===== config.mk =====
export PLATFORM = sky130hd
export DESIGN_NAME = fp_pack_flat
export DESIGN_NICKNAME = d
export VERILOG_FILES = /design/src/rtl/fp_pack_if.sv /design/src/rtl/fp_pack.sv /design/src/flat_wrapper.sv
export SDC_FILE = /design/constraint.sdc
export NUM_CORES = 1
export LEC_CHECK = 0
export CAP_MARGIN = 10
export CORE_AREA = 3 3 101 103
export CTS_CLUSTER_DIAMETER = 60
export DETAILED_ROUTE_END_ITERATION = 10
export DIE_AREA = 0 0 104 106
export HOLD_SLACK_MARGIN = 0.15
export PLACE_DENSITY = 0.81
export SETUP_SLACK_MARGIN = 0.5
export SLEW_MARGIN = 40
export SYNTH_ARGS = -nofsm -noshare
export SYNTH_HDL_FRONTEND = slang
export SYNTH_SLANG_ARGS = --single-unit

===== constraint.sdc =====
create_clock -name clk -period 8.65 [get_ports clk]
set_input_delay 2.595 -clock clk [delete_from_list [all_inputs] [get_ports clk]]
set_output_delay 2.595 -clock clk [all_outputs]
set_load 0.01 [all_outputs]

===== src/rtl/fp_pack_if.sv =====
// Handshake bundle for fp_pack: operand request on the in_* side, packed float result on the out_* side.
// The master drives operands and out_ready; the slave (fp_pack) returns the result.
interface fp_pack_if #(
    parameter int EXP_SIZE    = 8,
    parameter int MANTIS_SIZE = 23
);
    localparam int MW = MANTIS_SIZE + 4;
    localparam int EW = EXP_SIZE + 2;
    localparam int FW = EXP_SIZE + MANTIS_SIZE + 1;

    logic          in_valid;
    logic          in_ready;
    logic          in_sign;
    logic [2:0]    in_type;
    logic [EW-1:0] in_exp;
    logic [MW-1:0] in_mantis;
    logic          out_valid;
    logic          out_ready;
    logic [FW-1:0] out_float;
    logic [2:0]    out_type;
    logic          out_inexact;
    logic          out_overflow;

    modport master (
        output in_valid, in_sign, in_type, in_exp, in_mantis, out_ready,
        input  in_ready, out_valid, out_float, out_type, out_inexact, out_overflow
    );

    modport slave (
        input  in_valid, in_sign, in_type, in_exp, in_mantis, out_ready,
        output in_ready, out_valid, out_float, out_type, out_inexact, out_overflow
    );
endinterface


===== src/rtl/fp_pack.sv =====
// Packs sign/type/wide exponent/unnormalised mantissa into an IEEE-754-style float.
// Iterative normalise, denormalise and round-to-nearest-even; one operation in flight.
module fp_pack #(
    parameter int EXP_SIZE    = 8,
    parameter int MANTIS_SIZE = 23
) (
    input  logic     clk,
    input  logic     rst,
    fp_pack_if.slave bus
);
    localparam int MW = MANTIS_SIZE + 4;
    localparam int EW = EXP_SIZE + 2;
    localparam int FW = EXP_SIZE + MANTIS_SIZE + 1;

    localparam logic signed [EW-1:0]    E_ONE     = EW'(1);
    localparam logic signed [EW-1:0]    E_MAX     = EW'((1 << EXP_SIZE) - 1);
    localparam logic [EXP_SIZE-1:0]     EXP_ONES  = '1;
    localparam logic [EXP_SIZE-1:0]     EXP_ZERO  = '0;
    localparam logic [MANTIS_SIZE-1:0]  FRAC_ZERO = '0;
    localparam logic [MANTIS_SIZE-1:0]  FRAC_QNAN = {1'b1, {(MANTIS_SIZE-1){1'b0}}};

    localparam logic [2:0] T_ZERO = 3'b000;
    localparam logic [2:0] T_INF  = 3'b001;
    localparam logic [2:0] T_SUB  = 3'b010;
    localparam logic [2:0] T_NORM = 3'b011;
    localparam logic [2:0] T_NAN  = 3'b100;

    typedef enum logic [2:0] {S_IDLE, S_NORM, S_DENORM, S_ROUND, S_DONE} state_t;

    state_t                 state_q;
    logic [MW-1:0]          m_q;
    logic signed [EW-1:0]   e_q;
    logic                   sign_q;
    logic                   out_valid_q;
    logic [FW-1:0]          out_float_q;
    logic [2:0]             out_type_q;
    logic                   out_inexact_q;
    logic                   out_overflow_q;

    logic [MW-1:0]          m_shr;
    logic signed [EW-1:0]   e_inc;
    logic signed [EW-1:0]   e_dec;
    logic                   round_up;
    logic [MW-3:0]          m_sum;
    logic                   r_carry;
    logic                   r_hidden;
    logic [MANTIS_SIZE-1:0] r_frac;
    logic signed [EW-1:0]   r_exp;

    // Right shift keeps everything shifted out folded into the sticky bit.
    always_comb begin
        m_shr    = m_q >> 1;
        m_shr[0] = m_q[1] | m_q[0];
        e_inc    = e_q + E_ONE;
        e_dec    = e_q - E_ONE;
        round_up = m_q[1] & (m_q[0] | m_q[2]);
        m_sum    = m_q[MW-1:2] + {{(MW-3){1'b0}}, round_up};
        r_carry  = m_sum[MW-3];
        r_hidden = r_carry | m_sum[MW-4];
        r_frac   = r_carry ? m_sum[MANTIS_SIZE:1] : m_sum[MANTIS_SIZE-1:0];
        r_exp    = r_carry ? e_inc : e_q;
    end

    always_ff @(posedge clk) begin
        if (rst) begin
            state_q        <= S_IDLE;
            m_q            <= '0;
            e_q            <= '0;
            sign_q         <= 1'b0;
            out_valid_q    <= 1'b0;
            out_float_q    <= '0;
            out_type_q     <= T_ZERO;
            out_inexact_q  <= 1'b0;
            out_overflow_q <= 1'b0;
        end else begin
            case (state_q)
                S_IDLE: begin
                    if (bus.in_valid) begin
                        sign_q <= bus.in_sign;
                        m_q    <= bus.in_mantis;
                        e_q    <= bus.in_exp;
                        case (bus.in_type)
                            T_SUB, T_NORM: state_q <= S_NORM;
                            T_ZERO: begin
                                out_float_q    <= {bus.in_sign, EXP_ZERO, FRAC_ZERO};
                                out_type_q     <= T_ZERO;
                                out_inexact_q  <= 1'b0;
                                out_overflow_q <= 1'b0;
                                out_valid_q    <= 1'b1;
                                state_q        <= S_DONE;
                            end
                            T_INF: begin
                                out_float_q    <= {bus.in_sign, EXP_ONES, FRAC_ZERO};
                                out_type_q     <= T_INF;
                                out_inexact_q  <= 1'b0;
                                out_overflow_q <= 1'b0;
                                out_valid_q    <= 1'b1;
                                state_q        <= S_DONE;
                            end
                            default: begin
                                out_float_q    <= {bus.in_sign, EXP_ONES, FRAC_QNAN};
                                out_type_q     <= T_NAN;
                                out_inexact_q  <= 1'b0;
                                out_overflow_q <= 1'b0;
                                out_valid_q    <= 1'b1;
                                state_q        <= S_DONE;
                            end
                        endcase
                    end
                end
                S_NORM: begin
                    if (m_q == '0) begin
                        out_float_q    <= {sign_q, EXP_ZERO, FRAC_ZERO};
                        out_type_q     <= T_ZERO;
                        out_inexact_q  <= 1'b0;
                        out_overflow_q <= 1'b0;
                        out_valid_q    <= 1'b1;
                        state_q        <= S_DONE;
                    end else if (m_q[MW-1]) begin
                        m_q <= m_shr;
                        e_q <= e_inc;
                    end else if (!m_q[MW-2] && (e_q > E_ONE)) begin
                        m_q <= m_q << 1;
                        e_q <= e_dec;
                    end else if (e_q < E_ONE) begin
                        state_q <= S_DENORM;
                    end else begin
                        state_q <= S_ROUND;
                    end
                end
                S_DENORM: begin
                    // Once only sticky remains, further shifting changes nothing.
                    m_q <= m_shr;
                    if ((e_inc == E_ONE) || (m_shr[MW-1:1] == '0)) begin
                        e_q     <= E_ONE;
                        state_q <= S_ROUND;
                    end else begin
                        e_q <= e_inc;
                    end
                end
                S_ROUND: begin
                    out_inexact_q <= m_q[1] | m_q[0];
                    out_valid_q   <= 1'b1;
                    state_q       <= S_DONE;
                    if (r_exp >= E_MAX) begin
                        out_float_q    <= {sign_q, EXP_ONES, FRAC_ZERO};
                        out_type_q     <= T_INF;
                        out_overflow_q <= 1'b1;
                    end else if (!r_hidden) begin
                        out_float_q    <= {sign_q, EXP_ZERO, r_frac};
                        out_type_q     <= (r_frac == FRAC_ZERO) ? T_ZERO : T_SUB;
                        out_overflow_q <= 1'b0;
                    end else begin
                        out_float_q    <= {sign_q, r_exp[EXP_SIZE-1:0], r_frac};
                        out_type_q     <= T_NORM;
                        out_overflow_q <= 1'b0;
                    end
                end
                S_DONE: begin
                    if (bus.out_ready) begin
                        out_valid_q <= 1'b0;
                        state_q     <= S_IDLE;
                    end
                end
                default: state_q <= S_IDLE;
            endcase
        end
    end

    assign bus.in_ready     = (state_q == S_IDLE);
    assign bus.out_valid    = out_valid_q;
    assign bus.out_float    = out_float_q;
    assign bus.out_type     = out_type_q;
    assign bus.out_inexact  = out_inexact_q;
    assign bus.out_overflow = out_overflow_q;
endmodule


===== src/flat_wrapper.sv =====
// flat-port wrapper written by rule: the top's interface ports become plain ports
module fp_pack_flat 
#(
    parameter int EXP_SIZE    = 8,
    parameter int MANTIS_SIZE = 23
)
  (clk, rst, bus_in_valid, bus_in_sign, bus_in_type, bus_in_exp, bus_in_mantis, bus_out_ready, bus_in_ready, bus_out_valid, bus_out_float, bus_out_type, bus_out_inexact, bus_out_overflow);
  fp_pack_if #(.EXP_SIZE(EXP_SIZE), .MANTIS_SIZE(MANTIS_SIZE)) bus_i ();
  input  logic clk;
  input  logic rst;
  input wire logic [$bits(bus_i.in_valid)-1:0] bus_in_valid;
  input wire logic [$bits(bus_i.in_sign)-1:0] bus_in_sign;
  input wire logic [$bits(bus_i.in_type)-1:0] bus_in_type;
  input wire logic [$bits(bus_i.in_exp)-1:0] bus_in_exp;
  input wire logic [$bits(bus_i.in_mantis)-1:0] bus_in_mantis;
  input wire logic [$bits(bus_i.out_ready)-1:0] bus_out_ready;
  output wire logic [$bits(bus_i.in_ready)-1:0] bus_in_ready;
  output wire logic [$bits(bus_i.out_valid)-1:0] bus_out_valid;
  output wire logic [$bits(bus_i.out_float)-1:0] bus_out_float;
  output wire logic [$bits(bus_i.out_type)-1:0] bus_out_type;
  output wire logic [$bits(bus_i.out_inexact)-1:0] bus_out_inexact;
  output wire logic [$bits(bus_i.out_overflow)-1:0] bus_out_overflow;
  assign bus_i.in_valid = bus_in_valid;
  assign bus_i.in_sign = bus_in_sign;
  assign bus_i.in_type = bus_in_type;
  assign bus_i.in_exp = bus_in_exp;
  assign bus_i.in_mantis = bus_in_mantis;
  assign bus_i.out_ready = bus_out_ready;
  assign bus_in_ready = bus_i.in_ready;
  assign bus_out_valid = bus_i.out_valid;
  assign bus_out_float = bus_i.out_float;
  assign bus_out_type = bus_i.out_type;
  assign bus_out_inexact = bus_i.out_inexact;
  assign bus_out_overflow = bus_i.out_overflow;
  fp_pack #(.EXP_SIZE(EXP_SIZE), .MANTIS_SIZE(MANTIS_SIZE)) u_core (.clk(clk), .rst(rst), .bus(bus_i));
endmodule

======== After elaboration in Yosys (flattened, before gate mapping) ========
Cells that the tools add are included.
cells by class
  add/sub/neg operators ................... 3
  magnitude comparators ................... 3
  equal/unequal tests ..................... 17
  mux-type cells .......................... 46
  bitwise logic cells ..................... 4
  reductions and logical operators ........ 18
operator list
  cell                                                   number
  one-hot mux 32 bit (3 select lines)                    2
  2-to-1 mux 27 bit                                      4
  one-hot mux 27 bit (3 select lines)                    1
  2-to-1 mux 32 bit                                      2
  2-to-1 mux 31 bit                                      2
  2-to-1 mux 10 bit                                      6
  2-to-1 mux 3 bit                                       11
  one-hot mux 10 bit (3 select lines)                    1
  logical NOT 27 bit                                     1
  logical NOT 26 bit                                     1
  adder 25 x 1 -> 25 bit                                 1
  logical NOT 23 bit                                     1
  2-to-1 mux 23 bit                                      1
  one-hot mux 3 bit (3 select lines)                     2
  one-hot mux 3 bit (5 select lines)                     1
  equality test 3 x 2 -> 1 bit (second input constant)   4
  adder 10 x 2 -> 10 bit (second input constant)         1
  equality test 10 x 2 -> 1 bit (second input constant)  1
  >= comparator 10 x 9 -> 1 bit (second input constant)  1
  > comparator 10 x 2 -> 1 bit (second input constant)   1
  < comparator 10 x 2 -> 1 bit (second input constant)   1
  AND reduction 5 bit                                    2
  subtractor 10 x 2 -> 10 bit (second input constant)    1
  2-to-1 mux 1 bit                                       9
  other kinds (22)                                       33
word-level totals
  bits in registers ....................... 79
  bits of input ports ..................... 45
  output and inout port bits .............. 39

======== Logic depth before layout (Yosys ltp) ========
  depth in word-level cells ............... 9
  gate-level depth with buffers ........... 13
  depth with buffers taken out ............ 10

======== Worst setup path before layout ========
Ideal clock, no wire load.
  kind .................................... input -> register
  start point ............................. input bus_in_type[2]
  end point ............................... register u_core.out_type_q[1] (netlist: u_core.bus.out_type[1])
  arrival time ............................ 3.702 ns
  required time ........................... 8.530 ns
  setup slack ............................. 4.828 ns
  cell stages on the path ................. 6
  buffers on the path ..................... 0
  path through ............................ and3b_1 a21oi_1 a21oi_1 a211oi_1 nand4b_1 o31a_1
between the ends
  longest elaborated chain between the ends .. 4
ends and longest elaborated chain
  element                              line                RTL
  start, declared                      flat_wrapper.sv:13  input wire logic [$bits(bus_i.in_type)-1:0] bus_in_type;
  equality test 3 x 2 -> 1 bit         fp_pack.sv:82       case (bus.in_type)
  OR reduction 2 bit (*)               fp_pack.sv:82
  inequality test 2 bit (no line) (*)  n/a
  AND reduction 4 bit (no line) (*)    n/a
  end signal, assigned                 fp_pack.sv:151      out_type_q <= (r_frac == FRAC_ZERO) ? T_ZERO : T_SUB;
  end, declared                        fp_pack.sv:36       logic [2:0] out_type_q;
Every way passes the cells marked *; elsewhere a longest branch is shown, timed or not.
A chain may end at the register's enable or synchronous reset.

======== Final worst setup path ========
  start point ............................. register u_core.state_q[2]
  end point ............................... output bus_in_ready
between the ends
  longest elaborated chain between the ends .. 1
ends and longest elaborated chain
  element                 line                RTL
  start, declared         fp_pack.sv:30       state_t state_q;
  start signal, assigned  fp_pack.sv:66       state_q <= S_IDLE;
  start signal, assigned  fp_pack.sv:83       T_SUB, T_NORM: state_q <= S_NORM;
  start signal, assigned  fp_pack.sv:90       state_q <= S_DONE;
  logical NOT 3 bit       fp_pack.sv:170      assign bus.in_ready = (state_q == S_IDLE);
  end, declared           flat_wrapper.sv:17  output wire logic [$bits(bus_i.in_ready)-1:0] bus_in_ready;
No other way between the ends.

==> run metrics <==
Core ar.=9280 sq um; Sw Share=approximately half; number of top-level pins=84; Final Max Slew Viols=0; ant diodes=0; Final Cycle Share=between 50% and 60%; share of synthesized cell area in full adder, half adder and majority cells=between 1 and 1.5%; net count after synthesis=787; remaining antenna violation count after routing=0; Synth Area in XOR/XNOR=roughly 5.6%; Synth cell types=between 60 and 70; max cap viols=0; largest area contributor in the netlist=dfxtp_1; post-DP HPWL=between 10000 and 15000 um; fmax=approximately 220 MHz; first-pass GRT wire length=between 20000 and 30000 um; Vias=about 5900; mean post-synth cell area=around 7.4 sq um; most frequent cell after synthesis=dfxtp_1; ys flop type=dfxtp_1; clk sink count=a little under 80; final WL=17000 um; post-synthesis instance total=between 700 and 800; simple-gate share of the synthesized area=a little under a quarter; fin crit period=about 4600 ps; First-pass DRT Iterations=6; VDD IR max=roughly 0.20 mV; cts hold-fix bufs=0; kind of critical path=reg -> out; Critical Path End Type=output pin; setup TNS=0 ps; final hold violations=0; Crit path max-delay family=buffers and inverters; DRC Markers=0; Hold WC Path Type=reg -> reg; GRT Resource Usage Total=between 30% and 40%; leakage power=~2.2 nW; Die Wd=104 um; root buf cell=clkbuf_8; global route overflow=0; Req. time, crit path=just over 6000 ps; clock share of power=between 10% and 20%; Logic pwr share=52.1%; fin nets=about 810; share of layout cells above drive strength 1=under 10%; Clock Tree Buf Depth=2; outcome=completed; Initial Util=between 50% and 60%; flops & latches, synth=~80; Buffers & Inverters on Critical Path=1; DR vias/cell=~6.7; worst slack, placed=3980 ps; CTS Buf Count=9; worst-margin pin slew=~730 ps; Crit Path Max Fanout=10; post-DR wirelength/cell=approximately 19 um; Final Wtd Congestion=about 0.98; input/output buffers=83; clock insertion delay at the later pin of the skew report=~360 ps; area share of the largest cell type after synthesis=between 20% and 30%; num rows=35; commonest cells in the synthesized netlist=dfxtp_1, a21oi_1, nand2_1; sequential share of power=about a third; Startpoint Class=flip-flop; crit-path cells=nor3_1 -> clkdlybuf4s50_1; Iter 0 DRT Violations=541; RSZ-0062 raised after global routing=false; CTS tree=done; clock slew at reported path FFs=~80 ps; YS warnings=0; Synth area leaders=dfxtp_1, a21oi_1, nand2_1; Final setup viols=0; area grow syn2layout=17.2%; post-synthesis mux area share=0.571%; # resized after CTS=0; Power Density=approximately 350 nW/um^2; full die area=11000 sq um; Clock Skew=approximately 18 ps; P_sw=about 1.1 mW; Final WS setup=around 4000 ps; pin count of the biggest net entering global routing=62; Async SR Flop Fraction=0%; EDFF count, synth=0; number of H-tree levels=3; die height=~110 um; Critical Path Max Stage Delay=roughly 650 ps; post-synthesis sequential area ratio=28.9%; fillers=roughly 790; initial antenna violation count=0; Syn Std Cell Area=5480 sq um; complex-gate fraction of the synthesized area=about 34%; post-CTS setup buffers=0; number of global-route vias before repair=approximately 5400; largest family of logic cells by synthesized area=compound AO/OA/AOI/OAI gates; Crit-path slowest cell=clkdlybuf4s50_1; Int Pwr=1.13 mW; Worst slew margin=51.2%; WP data arrival=roughly 2000 ps
==> sequential cells by signal, indices dropped and copies added, names as in the netlist <==
signal,count
u_core.bus.out_overflow,1
u_core.bus.out_valid,1
u_core.bus.out_float,32
u_core.bus.out_inexact,1
u_core.m_q,27
u_core.e_q,10
u_core.sign_q,1
u_core.bus.out_type,3
u_core.state_q,3
==> power groups by stage <==
stage | logic, mW | clock network, mW | registers, mW
finish | 1.16 | 0.299 | 0.766
detailed placement | 1.13 | 0 | 0.756
global placement | 1.10 | 0 | 0.744
floorplan | 1.02 | 0 | 0.550
global route | 1.28 | 0.315 | 0.786
CTS | 1.14 | 0.300 | 0.747
==> cell type report <==
cell class	instances	area, sq um	share of cell area [%]
multi-input cells	564	3540	55.1
flip-flops and latches	79	1580	24.6
repair buffers	92	891	13.9
well taps	129	161	2.51
clock buffers	10	128	1.99
clock inverters	5	81.3	1.27
inverters	11	41.3	0.643
==> worst paths after layout <==
check | start | endpoint | slack [ps] | depth (start not counted)
max | u_core.state_q[2] | bus_in_ready | 4060 | 2
max reg2reg | u_core.m_q[2] | u_core.bus.out_float[15] | 4830 | 10
min reg2reg | u_core.bus.out_float[11] | u_core.bus.out_float[11] | 460 | 2
min | u_core.bus.out_float[11] | u_core.bus.out_float[11] | 460 | 2
==> metal layers <==
metal	global-route usage (%)	up-vias	share of wire (%)
met5	0	-	0
met3	4.13	27	8.7
met1	45.7	2816	46
li1	-	2789	-
met4	6.65	0	1.2
met2	46.1	310	45
==> per-stage QoR <==
stage / cell area, sq um / std cells / hold slack (ps) / power [mW] / utilization, %
floorplan: 5480 / 737 / 437 / 1.57 / -
global placement: 6200 / 874 / 439 / 1.84 / 66.8
detailed placement: 6200 / 874 / 445 / 1.89 / 66.8
CTS: 6410 / 889 / 464 / 2.18 / 69.0
global route: 6420 / 890 / 486 / 2.38 / 69.2
finish: 6420 / 890 / 463 / 2.22 / 69.2
==> worst min-delay path, cell delays in order, from the launching register on <==
cell	delay [ps]
dfxtp_1	330
nand2_1	50
o21ai_0	60
==> cells in the final DEF, fill, tap and decap left out, types with 8 or more instances in the layout <==
| cell type | instances |
|---|---|
| nand2_1 | 73 |
| nor4_1 | 8 |
| clkbuf_8 | 9 |
| a21oi_1 | 76 |
| and3_1 | 9 |
| xor2_1 | 16 |
| a22oi_1 | 31 |
| clkdlybuf4s50_1 | 82 |
| nor3_1 | 20 |
| nand3_1 | 25 |
| a2bb2oi_1 | 23 |
| buf_4 | 8 |
| xnor2_1 | 19 |
| o21ai_0 | 27 |
| a211oi_1 | 28 |
| inv_1 | 11 |
| nand4_1 | 8 |
| a32o_1 | 14 |
| nor2_1 | 69 |
| dfxtp_1 | 79 |
| a31oi_1 | 9 |
==> cells by family (layout without fill, tap and decap cells) <==
logic type,count (synthesis),count (layout)
AOI/OAI and AO/OA,267,267
xor gates and xnor gates,35,35
adders and majority gates,5,5
buffers and inverters,94,118
DFF,79,79
muxes,3,3
and+or+nand+nor,254,254
No activity file was read; power rests on OpenSTA's default activity.
